`config.mk`:
```
export PLATFORM = sky130hd
export DESIGN_NAME = alu_share_sched
export DESIGN_NICKNAME = d
export VERILOG_FILES = /design/src/rtl/alu_share_sched.sv
export SDC_FILE = /design/constraint.sdc
export NUM_CORES = 1
export LEC_CHECK = 0
export BUFFER_PORTS_ARGS = -buffer_cell sky130_fd_sc_hd__clkbuf_2
export CAP_MARGIN = 40
export CORE_ASPECT_RATIO = 2
export CORE_UTILIZATION = 40
export DETAILED_ROUTE_END_ITERATION = 10
export PLACE_DENSITY_LB_ADDON = 0.3
export SYNTH_ARGS = -nofsm -noshare
export SYNTH_HDL_FRONTEND = slang
export SYNTH_SLANG_ARGS = --single-unit
```
`constraint.sdc`:
```
create_clock -name clk -period 2.74 [get_ports clk]
set_input_delay 0.411 -clock clk [delete_from_list [all_inputs] [get_ports clk]]
set_output_delay 0.411 -clock clk [all_outputs]
set_load 0.01 [all_outputs]
```
`src/rtl/alu_share_sched.sv`:
```
// Round-robin share of one ALU between two requesters.
// kAorC ops take one execute cycle; shifts iterate one bit per cycle.
module alu_share_sched #(
    parameter int W   = 8,
    parameter int SHW = 3
) (
    input  logic         clk,
    input  logic         reset_n,
    input  logic         r0_valid,
    output logic         r0_ready,
    input  logic [2:0]   r0_inst,
    input  logic [1:0]   r0_op,
    input  logic [W-1:0] r0_a,
    input  logic [W-1:0] r0_b,
    input  logic         r1_valid,
    output logic         r1_ready,
    input  logic [2:0]   r1_inst,
    input  logic [1:0]   r1_op,
    input  logic [W-1:0] r1_a,
    input  logic [W-1:0] r1_b,
    output logic         rsp_valid,
    input  logic         rsp_ready,
    output logic         rsp_id,
    output logic [W-1:0] rsp_result,
    output logic         rsp_carry,
    output logic         rsp_err,
    output logic         busy
);

    typedef enum logic [1:0] {IDLE, EXEC, SHIFT, HOLD} state_t;

    localparam logic [2:0] kAorC = 3'b000;
    localparam logic [2:0] kSL   = 3'b011;
    localparam logic [2:0] kSR   = 3'b100;
    localparam logic [2:0] kSRO  = 3'b101;

    state_t           stateQ, stateD;
    logic             lastGrant;
    logic             grant;
    logic             accept;
    logic [2:0]       selInst;
    logic [1:0]       selOp;
    logic [W-1:0]     selA, selB;
    logic [2:0]       instQ;
    logic [1:0]       opQ;
    logic [W-1:0]     aQ, bQ;
    logic [SHW-1:0]   cnt;
    logic [W-1:0]     acc;
    logic             flag;
    logic             errQ;
    logic             idQ;
    logic             isShift;
    logic [W:0]       sum;

    always_comb begin
        grant = (r0_valid && r1_valid) ? ~lastGrant : r1_valid;
        r0_ready = (stateQ == IDLE) && r0_valid && !grant;
        r1_ready = (stateQ == IDLE) && r1_valid && grant;
        accept = r0_ready || r1_ready;
        selInst = grant ? r1_inst : r0_inst;
        selOp = grant ? r1_op : r0_op;
        selA = grant ? r1_a : r0_a;
        selB = grant ? r1_b : r0_b;
        isShift = (instQ == kSL) || (instQ == kSR) || (instQ == kSRO);
        sum = {1'b0, aQ} + {1'b0, bQ};
    end

    always_comb begin
        stateD = stateQ;
        unique case (stateQ)
            IDLE:    if (accept) stateD = EXEC;
            EXEC:    stateD = (isShift && cnt != '0) ? SHIFT : HOLD;
            SHIFT:   if (cnt == SHW'(1)) stateD = HOLD;
            HOLD:    if (rsp_ready) stateD = IDLE;
            default: stateD = IDLE;
        endcase
    end

    always_ff @(posedge clk) begin
        if (!reset_n) stateQ <= IDLE;
        else stateQ <= stateD;
    end

    always_ff @(posedge clk) begin
        if (!reset_n) begin
            lastGrant <= 1'b1;
            idQ <= 1'b0;
            instQ <= '0;
            opQ <= '0;
            aQ <= '0;
            bQ <= '0;
            cnt <= '0;
            acc <= '0;
            flag <= 1'b0;
            errQ <= 1'b0;
        end else begin
            if (accept) begin
                instQ <= selInst;
                opQ <= selOp;
                aQ <= selA;
                bQ <= selB;
                cnt <= selB[SHW-1:0];
                idQ <= grant;
                lastGrant <= grant;
            end
            case (stateQ)
                EXEC: begin
                    errQ <= 1'b0;
                    flag <= 1'b0;
                    case (instQ)
                        kAorC: begin
                            case (opQ)
                                2'd0: {flag, acc} <= sum;
                                2'd1: begin
                                    acc <= aQ - bQ;
                                    flag <= aQ < bQ;
                                end
                                2'd2: acc <= aQ & bQ;
                                default: acc <= aQ ^ bQ;
                            endcase
                        end
                        kSL, kSR, kSRO: acc <= aQ;
                        default: begin
                            acc <= '0;
                            errQ <= 1'b1;
                        end
                    endcase
                end
                SHIFT: begin
                    cnt <= cnt - 1'b1;
                    case (instQ)
                        kSL: begin
                            acc <= {acc[W-2:0], 1'b0};
                            flag <= acc[W-1];
                        end
                        kSR: begin
                            acc <= {1'b0, acc[W-1:1]};
                            flag <= acc[0];
                        end
                        kSRO: begin
                            acc <= {1'b0, acc[W-1:1]};
                            flag <= flag | acc[0];
                        end
                        default: ;
                    endcase
                end
                default: ;
            endcase
        end
    end

    assign rsp_valid = (stateQ == HOLD);
    assign rsp_id = idQ;
    assign rsp_result = acc;
    assign rsp_carry = flag;
    assign rsp_err = errQ;
    assign busy = (stateQ != IDLE);

endmodule
```
==> flow_summary.toml, run 1 <==
[sta]
worst_slack_ps = 460
fin_crit_ps = 2280
skew_ps = 5.38
tightest_slew_ps = 638
min_period_over_period_pct = 83.2
max_freq_mhz = 439
finalSetupViolCount = 0
rsz0062_at_grt = "no"
slew_headroom_pct = 57.5
hold_viol = 0
hold_ws_ps = 413
setup-tns-final_ps = 0
drv_slew = 0

[setup_path]
reg2reg_slack_ps = 460
critPathBufInv = 2
worst_setup_path_start_kind = "flip-flop"
worst-path-max-fanout = 4
arrival_ps = 2460
path_class = "reg2reg"
path_common_cell = "inv_1"
max_stage_delay_ps = 450
crit_path_top_delay_cell = "fa_1"
cp-end-kind = "flip-flop"
path_cells = "inv_1 -> ha_1 -> inv_1 -> fa_1 -> a21o_1 -> a2111oi_0 -> o21ai_0 -> o221ai_1 -> nor2_1"
crit_family = "compound AO/OA/AOI/OAI gates"
cp.required_ps = 2910

[synthesis]
ys_seq_area_share_pct = 24.5
synth_edf_count = 0
synth_nets = 468
synth_cell_types = 61
ys_top_cells_by_area = "dfxtp_1 (24%), ha_1 (10%), mux2i_1 (8.0%)"
synth.most_common_cell = "nand2_1"
yosys_warnings = 0
synthDominantCellAreaShare_pct = 24.5
async_flop_share_pct = 0
synth_ff_type = "dfxtp_1"
synth.largest_area_cell = "dfxtp_1"
synth_common_cells = "nand2_1 (48), dfxtp_1 (38), ha_1 (25), mux2i_1 (25), nor2_1 (25)"
synth_area_um2 = 3110
syn-mean-instance-area_um2 = 7.89
syn-instance-count = 394
ys_ff_latch = 38

[floorplanning]
die_w_um = 64.3
die_height_um = 127
die_area_um2 = 8150
start_util_pct = 41.2
ios = 62
rows = 45
coreArea_um2 = 7540

[pwr]
intPower_uw = 2110
powerDensity_nw_per_um2 = 1130
leakagePower_uw = 0.00177
swShare_pct = 48.9
seqPwrFrac_pct = 24.6
p_comb_share_pct = 62.0
max-vdd-ir-drop_v = 0.000661
pwr-share-clk_pct = 13.5
switchingPower_uw = 2020

[route]
drt_iter0_markers = 151
vias_per_cell = 5.85
num_vias = 3186
postRouteWirelength_um = 9710
drtAntennaViolNets = 0
drc = 0
drtPass1Iterations = 5
wl_per_cell_um = 17.8

[placed_design]
dp_hpwl_um = 7690
place_congestion = 0.945
pre_cts_ws_ps = 528
place_area_um2 = 3520
port_buffers = 61

[final_layout]
syn_to_final_growth_pct = 17.7
drive_gt1_share_pct = 19.5
num_antenna_cells = 0
design_area_um2 = 3660
multi_input_area_um2 = 2160
nFillCells = 787
nets = 525
layout.area.seq_um2 = 761

[clock_network]
cts_buffers = 5
clkSlewWorstSetupHoldPaths_ps = 60
ctsHoldBuffers = 0
clk_latency_ps = 290
cts_tree = "yes"
cts_resized = 0
h-tree-depth = 2
post_cts.repair.setup_buffers = 0
cts_sinks = 38
root_buffer = "clkbuf_16"
ctsLongestPathBuffers = 2

[global_route]
grt_pass1_vias = 3124
gr-total-overflow = 0
grt_pass1_wl_um = 15300
grt_usage_pct = 24.6
antenna_found_initial = 0
grt_max_degree = 27

[flow_run]
max_cap_violations = 0

[worst_hold_path]
hold_path.class = "in2reg"

[run_status]
status = "finished, final reports clean"
[metal layers]
metal / up-vias / part of all wire [%] / GRT usage, %
li1: 1535 / - / -
met1: 1517 / 36 / 24.8
met2: 103 / 55 / 46.0
met3: 31 / 3.5 / 2.97
met4: 0 / 5.1 / 15.2
met5: - / 0 / 0
[path summary, 6_finish.rpt]
path | start | endpoint | depth (start not counted)
worst min-delay path | r1_valid | lastGrant | 3
worst max-delay path | aQ[0] | rsp_result[4] | 9
worst max register to register | aQ[0] | rsp_result[4] | 9
worst min register to register | rsp_result[1] | rsp_result[1] | 2
[stage by stage]
stage | total power [uW] | std cells | utilization [%]
6_report | 4130 | 545 | 48.5
4_1_cts | 4100 | 545 | 48.5
2_1_floorplan | 2760 | 394 | -
5_1_grt | 4420 | 545 | 48.5
3_5_place_dp | 3530 | 538 | 46.7
3_3_place_gp | 3490 | 538 | 46.7
[state kept, by name (all words and copies together), names as in the netlist]
register,count
opQ,2
rsp_id,1
instQ,3
rsp_result,8
bQ,8
aQ,8
lastGrant,1
stateQ,2
rsp_carry,1
cnt,3
rsp_err,1
[power by group through the flow]
stage	logic [uW]	clock network [uW]	registers, uW
final	2560	556	1010
after global routing	2790	582	1050
after CTS	2520	569	1010
after detailed placement	2510	0	1020
after global placement	2470	0	1020
after floorplan	1820	0	932
[cell families (layout without fill, tap and decap cells)]
logic type               count (synthesis)  count (layout)  synth area share, %
AND/OR/NAND/NOR                        146             146                 23.7
AO/OA/AOI/OAI                          108             108                 25.0
buffers and inverters                   47             104                 6.16
flip-flops                              38              38                 24.5
adder cells (fa/ha/maj)                 27              27                 11.3
multiplexers                            26              26                 8.77
XOR/XNOR                                 2               2                0.563
[tightest hold or removal path: cells and delay by family]
| kind | cells | cell delay, ps |
|---|---|---|
| compound gates | 1 | 70 |
| buf+inv | 1 | 110 |
| simple gates | 1 | 60 |
[final cells by class]
class | instances | area share, %
Clock buffer | 5 | 3.42
Sequential cell | 38 | 20.8
Tap cell | 94 | 3.21
Multi-Input combinational cell | 309 | 59.0
Clock inverter | 2 | 0.274
Inverter | 24 | 2.46
Timing Repair Buffer | 73 | 10.8
[layout by cell type, fill, tap and decap left out, types with 3 or more instances in the layout]
cell type  synthesis  final
buf_4              1     12
o21ai_1            6      6
nor2b_1           15     15
and2_1             3      3
or3_1              6      6
o211ai_1           4      4
nor3_1             9      9
inv_1             24     24
and3_1            11     11
a211oi_1           5      5
dfxtp_1           38     38
nor2_1            25     24
clkbuf_2           0     61
nor3b_1            3      3
o21a_1             4      4
a31oi_1            7      7
nand2b_1           8      8
mux2i_1           25     25
o21ai_0           24     24
ha_1              25     25
nand3_1            7      7
clkbuf_16          0      5
nand2_1           48     48
a221oi_1           3      3
a21oi_1           11     11
o211a_1           12     12
Power figures use the tool's default switching activity.
==> run 2: changes to the inputs <==
- ABC_AREA: unset -> 1
- clock period: 2.74 -> 2 ns (I/O delays scaled with it)
==> run 2 against run 1 <==
Against the previous run:
- utilization rose by 2.8 points
- clock-buffer cell count rose by 2
- final area rose by 1.9%
- via count rose by 5.8%
- first-iteration DRC count rose by 19%
- sequential share of layout area fell by 0.25 points
- final cell count rose by 18%
- combinational power rose by 27%
- wire length fell by 3.5%
- power rose by 28%
- register-to-register slack got worse by 340 ps
- critical path type unchanged
- largest cell class unchanged
==> flow_summary.toml, run 2 <==
[run_status]
status = "finished, final reports clean"

[sta]
hold_ws_ps = 257
tightest_slew_ps = 390
setup-tns-final_ps = 0
min_period_over_period_pct = 93.9
fin_crit_ps = 1880
rsz0062_at_grt = "yes"
finalSetupViolCount = 0
skew_ps = 7.37
max_freq_mhz = 532
hold_viol = 0
slew_headroom_pct = 73.8
drv_slew = 0

[clock_network]
h-tree-depth = 2
ctsHoldBuffers = 0
post_cts.repair.setup_buffers = 0
ctsLongestPathBuffers = 2
cts_buffers = 5
clk_latency_ps = 280
root_buffer = "clkbuf_16"
cts_sinks = 38
cts_tree = "yes"
clkSlewWorstSetupHoldPaths_ps = 60

[synthesis]
synth.most_common_cell = "nand2_1"
synth_cell_types = 35
synth_edf_count = 0
synth_nets = 546
synth.largest_area_cell = "dfxtp_1"
synth_common_cells = "nand2_1 (142), inv_1 (48), o21ai_0 (43), dfxtp_1 (38), a21oi_1 (33)"
synthDominantCellAreaShare_pct = 25.1
ys_ff_latch = 38
ys_top_cells_by_area = "dfxtp_1 (25%), nand2_1 (18%), ha_1 (10%)"
synth_area_um2 = 3030
ys_seq_area_share_pct = 25.1
async_flop_share_pct = 0
syn-instance-count = 472
synth_ff_type = "dfxtp_1"
yosys_warnings = 0
syn-mean-instance-area_um2 = 6.42

[pwr]
leakagePower_uw = 0.00193
max-vdd-ir-drop_v = 0.000845
powerDensity_nw_per_um2 = 1420

[global_route]
grt_usage_pct = 24.8
gr-total-overflow = 0
grt_pass1_wl_um = 15200
grt_pass1_vias = 3261
antenna_found_initial = 0
grt_max_degree = 29

[final_layout]
final_cell_mix = "nand2_1 (142), clkbuf_2 (61), inv_1 (47)"
drive_gt1_share_pct = 24.3
syn_to_final_growth_pct = 23.0
num_antenna_cells = 0
final_common_cell = "nand2_1"
layout.cells.non_filler = 643
nets = 624
nFillCells = 793

[placed_design]
dp_cells = 635
place_congestion = 0.998
dp_hpwl_um = 7630
port_buffers = 61

[floorplanning]
die_area_um2 = 7950
die_height_um = 125
coreArea_um2 = 7270
ios = 62
die_w_um = 63.5
rows = 44
start_util_pct = 41.7

[worst_hold_path]
hold_path.class = "in2reg"

[setup_path]
worst_setup_path_start_kind = "flip-flop"
cp-end-kind = "flip-flop"
path_class = "reg2reg"
worst-path-max-fanout = 7
arrival_ps = 2090
cp.required_ps = 2210

[route]
drtPass1Iterations = 4
drt_iter0_markers = 179
drtAntennaViolNets = 0
vias_per_cell = 5.24
num_vias = 3372
postRouteWirelength_um = 9370
drc = 0
wl_per_cell_um = 14.6

[flow_run]
max_cap_violations = 0
[run 2: area by class of cell]
class | count | area, um^2 | area share, %
multi-input cells | 358 | 1950 | 52.4
inverters | 56 | 210 | 5.64
repair buffers | 91 | 534 | 14.3
clock buffers | 7 | 143 | 3.83
flip-flops and latches | 38 | 766 | 20.5
clock inverters | 1 | 5.00 | 0.134
well taps | 92 | 115 | 3.09
[run 2: per-stage QoR]
stage	setup WS, ps	area, um^2	util, %	total power [uW]
final	121	3730	51.3	5290
after global routing	-2.04	3730	51.3	5750
after CTS	18.4	3690	50.8	5220
after detailed placement	-4.28	3540	48.7	4400
after global placement	15.2	3540	48.7	4360
after floorplan	202	3030	-	3420
[run 2: worst max-delay path, stage by stage, from the launching register on]
cell and delay (ps):
dfxtp_1 330, inv_1 50, ha_1 440, inv_2 100
nand2_2 70, nand2_2 60, a21oi_2 140, nand2_1 70
nand2_1 50, nand3_1 80, nand2_1 80, nand2_1 90
nand2_1 70, nand2_1 60, a21oi_2 100
[run 2: kinds of logic after synthesis]
group / synth area share [%]
AND/OR/NAND/NOR: 29.8
AO/OA/AOI/OAI: 22.1
adder cells (fa/ha/maj): 11.6
flip-flops: 25.1
buffers and inverters: 11.3
[run 2: power breakdown]
group          switching, uW  internal, uW  total (uW)
registers                224          1020        1240
clock network            307           494         801
logic                   2010          1230        3240
[run 2: timing repair]
item | 4_1_cts | 5_1_grt
gates resized for setup | 1 | 14
pin swaps | 0 | 2
endpoints found under the setup margin | 2 | 6
[run 2: layer usage]
layer / global-route usage (%) / vias to the layer above / part of all wire (%)
met5: 0 / - / 0
met4: 17.4 / 0 / 6.9
met1: 24.8 / 1503 / 36
met3: 3.38 / 40 / 3.9
li1: - / 1699 / -
met2: 45.2 / 130 / 53
[run 2: worst paths after layout]
check | startpoint | endpoint | slack [ps] | cells after the start
worst max-delay path | bQ[4] | rsp_result[7] | 120 | 14
worst min-delay path | r1_inst[2] | instQ[2] | 260 | 3
worst max register to register | bQ[4] | rsp_result[7] | 120 | 14
worst min register to register | rsp_id | rsp_id | 480 | 2
==> run 3: changes to the inputs <==
- ABC_AREA: 1 -> 0
- CELL_PAD_IN_SITES_DETAIL_PLACEMENT: unset -> 0
- CELL_PAD_IN_SITES_GLOBAL_PLACEMENT: unset -> 1
- CORE_UTILIZATION: 40 -> 37
==> run 3 against run 2 <==
Against the previous run:
- non-clock buffer count grew 23
- final cell count shrank 8.1%
- the flow now finishes with violations (setup timing)
- first-iteration DRC count grew 51%
- die area grew 11%
- sequential power grew 11%
- power grew 27%
- critical path type unchanged
==> flow_summary.toml, run 3 (synthesis results as in run 1) <==
[run_status]
status = "finished with violations"
violations = "setup timing"

[placed_design]
pre_cts_ws_ps = -151
place_congestion = 0.969
place_area_um2 = 3850
dp_hpwl_um = 8510
port_buffers = 61

[route]
drc = 0
vias_per_cell = 5.67
postRouteWirelength_um = 10500
drtAntennaViolNets = 0
wl_per_cell_um = 17.8
drtPass1Iterations = 5
drt_iter0_markers = 270
num_vias = 3350

[floorplanning]
start_util_pct = 37.8
die_height_um = 132
coreArea_um2 = 8230
die_w_um = 66.8
die_area_um2 = 8800
ios = 62
rows = 47

[final_layout]
final_cell_mix = "clkbuf_2 (61), buf_4 (51), nand2_1 (48)"
drive_gt1_share_pct = 31.2
final_core_util_pct = 50.5
final_common_cell = "clkbuf_2"
syn_to_final_growth_pct = 33.7
nets = 566
num_antenna_cells = 0
design_area_um2 = 4160

[clock_network]
ctsHoldBuffers = 0
cts_buffers = 5
cts_tree = "yes"
h-tree-depth = 2
cts_sinks = 38
clkSlewWorstSetupHoldPaths_ps = 60
root_buffer = "clkbuf_16"
ctsLongestPathBuffers = 2
clk_latency_ps = 290

[pwr]
p_total_uw = 6740
swShare_pct = 46.8
p_comb_share_pct = 67.6
pwr-share-clk_pct = 11.9
max-vdd-ir-drop_v = 0.000775
seqPwrFrac_pct = 20.5
intPower_uw = 3580
powerDensity_nw_per_um2 = 1620
switchingPower_uw = 3160
leakagePower_uw = 0.00198

[sta]
worst_slack_ps = -59.9
tightest_slew_ps = 614
min_period_over_period_pct = 103
slew_headroom_pct = 59.0
rsz0062_at_grt = "yes"
hold_viol = 0
setup-tns-final_ps = -71.9
skew_ps = 10.8
max_freq_mhz = 485
drv_slew = 0
finalSetupViolCount = 2
fin_crit_ps = 2060

[setup_path]
crit_path_top_delay_cell = "mux4_2"
crit_family = "adder cells"
cp-end-kind = "flip-flop"
worst-path-max-fanout = 3
arrival_ps = 2250
worst_setup_path_start_kind = "flip-flop"
max_stage_delay_ps = 500
path_cells = "inv_2 -> ha_4 -> inv_4 -> fa_2 -> mux4_2 -> a221oi_4 -> a211o_1 -> a21boi_1"
critPathBufInv = 2
path_class = "reg2reg"
cp.required_ps = 2190

[flow_run]
max_cap_violations = 0

[global_route]
grt_usage_pct = 25.3
antenna_found_initial = 0
grt_pass1_wl_um = 16400
gr-total-overflow = 0
grt_max_degree = 28
grt_pass1_vias = 3280

[worst_hold_path]
hold_path.class = "in2reg"
[run 3: cell count changes in the layout (fill, tap and decap cells not counted), moves of 12 or more]
cell / before / now
o21ai_0: 42 / 20
nand3_1: 29 / 7
nand2_1: 142 / 48
o211a_1: 0 / 12
a21oi_1: 32 / 10
a31oi_1: 19 / 6
inv_1: 47 / 22
mux2i_1: 0 / 25
nor2b_1: 0 / 13
buf_4: 29 / 51
[run 3: path summary, 6_finish.rpt]
| check | from | to | slack [ps] | depth (start not counted) |
|---|---|---|---|---|
| worst max-delay path | aQ[0] | rsp_result[1] | -60 | 8 |
| worst min-delay path | r1_valid | lastGrant | 310 | 3 |
| worst max register to register | aQ[0] | rsp_result[1] | -60 | 8 |
| worst min register to register | rsp_result[1] | rsp_result[1] | 520 | 2 |
[run 3: power groups by stage]
| stage | Sequential [uW] | Combinational [uW] | Clock, uW |
|---|---|---|---|
| detailed placement | 1370 | 4200 | 0 |
| finish | 1380 | 4550 | 803 |
| global route | 1420 | 4950 | 859 |
| floorplan | 1280 | 2520 | 0 |
| global placement | 1350 | 4160 | 0 |
| CTS | 1360 | 4240 | 822 |
[run 3: what timing repair did]
item / in CTS / in global routing
pin swaps: 5 / 6
gates cloned: 0 / 0
gates resized for setup: 10 / 26
setup endpoints to repair: 4 / 9
setup buffers: 0 / 2
[run 3: per-stage QoR]
step / cells / hold slack, ps
5_1_grt: 591 / 341
4_1_cts: 589 / 310
3_3_place_gp: 581 / 492
3_5_place_dp: 581 / 506
6_report: 591 / 308
2_1_floorplan: 394 / 461
[run 3: final cells by class]
cell class | count | area [um^2]
timing repair buffer | 114 | 728
clock buffer | 5 | 125
sequential | 38 | 766
fill | 851 | 4080
clock inverter | 3 | 21.3
tap | 98 | 123
multi-input combinational | 309 | 2300
inverter | 24 | 92.6
[run 3: per-layer routing]
| metal | part of all wire (%) | wire length (um) | track usage [%] | vias up |
|---|---|---|---|---|
| li1 | - | - | - | 1618 |
| met1 | 34 | 3610 | 24.2 | 1574 |
| met2 | 55 | 5810 | 47.0 | 117 |
| met3 | 3.3 | 343 | 3.30 | 41 |
| met4 | 7.0 | 739 | 16.5 | 0 |
| met5 | 0 | 0 | 0 | - |
[run 3: tightest hold or removal path: stages]
cell	delay, ps
clkbuf_2	110
nand2_1	60
o211ai_1	70
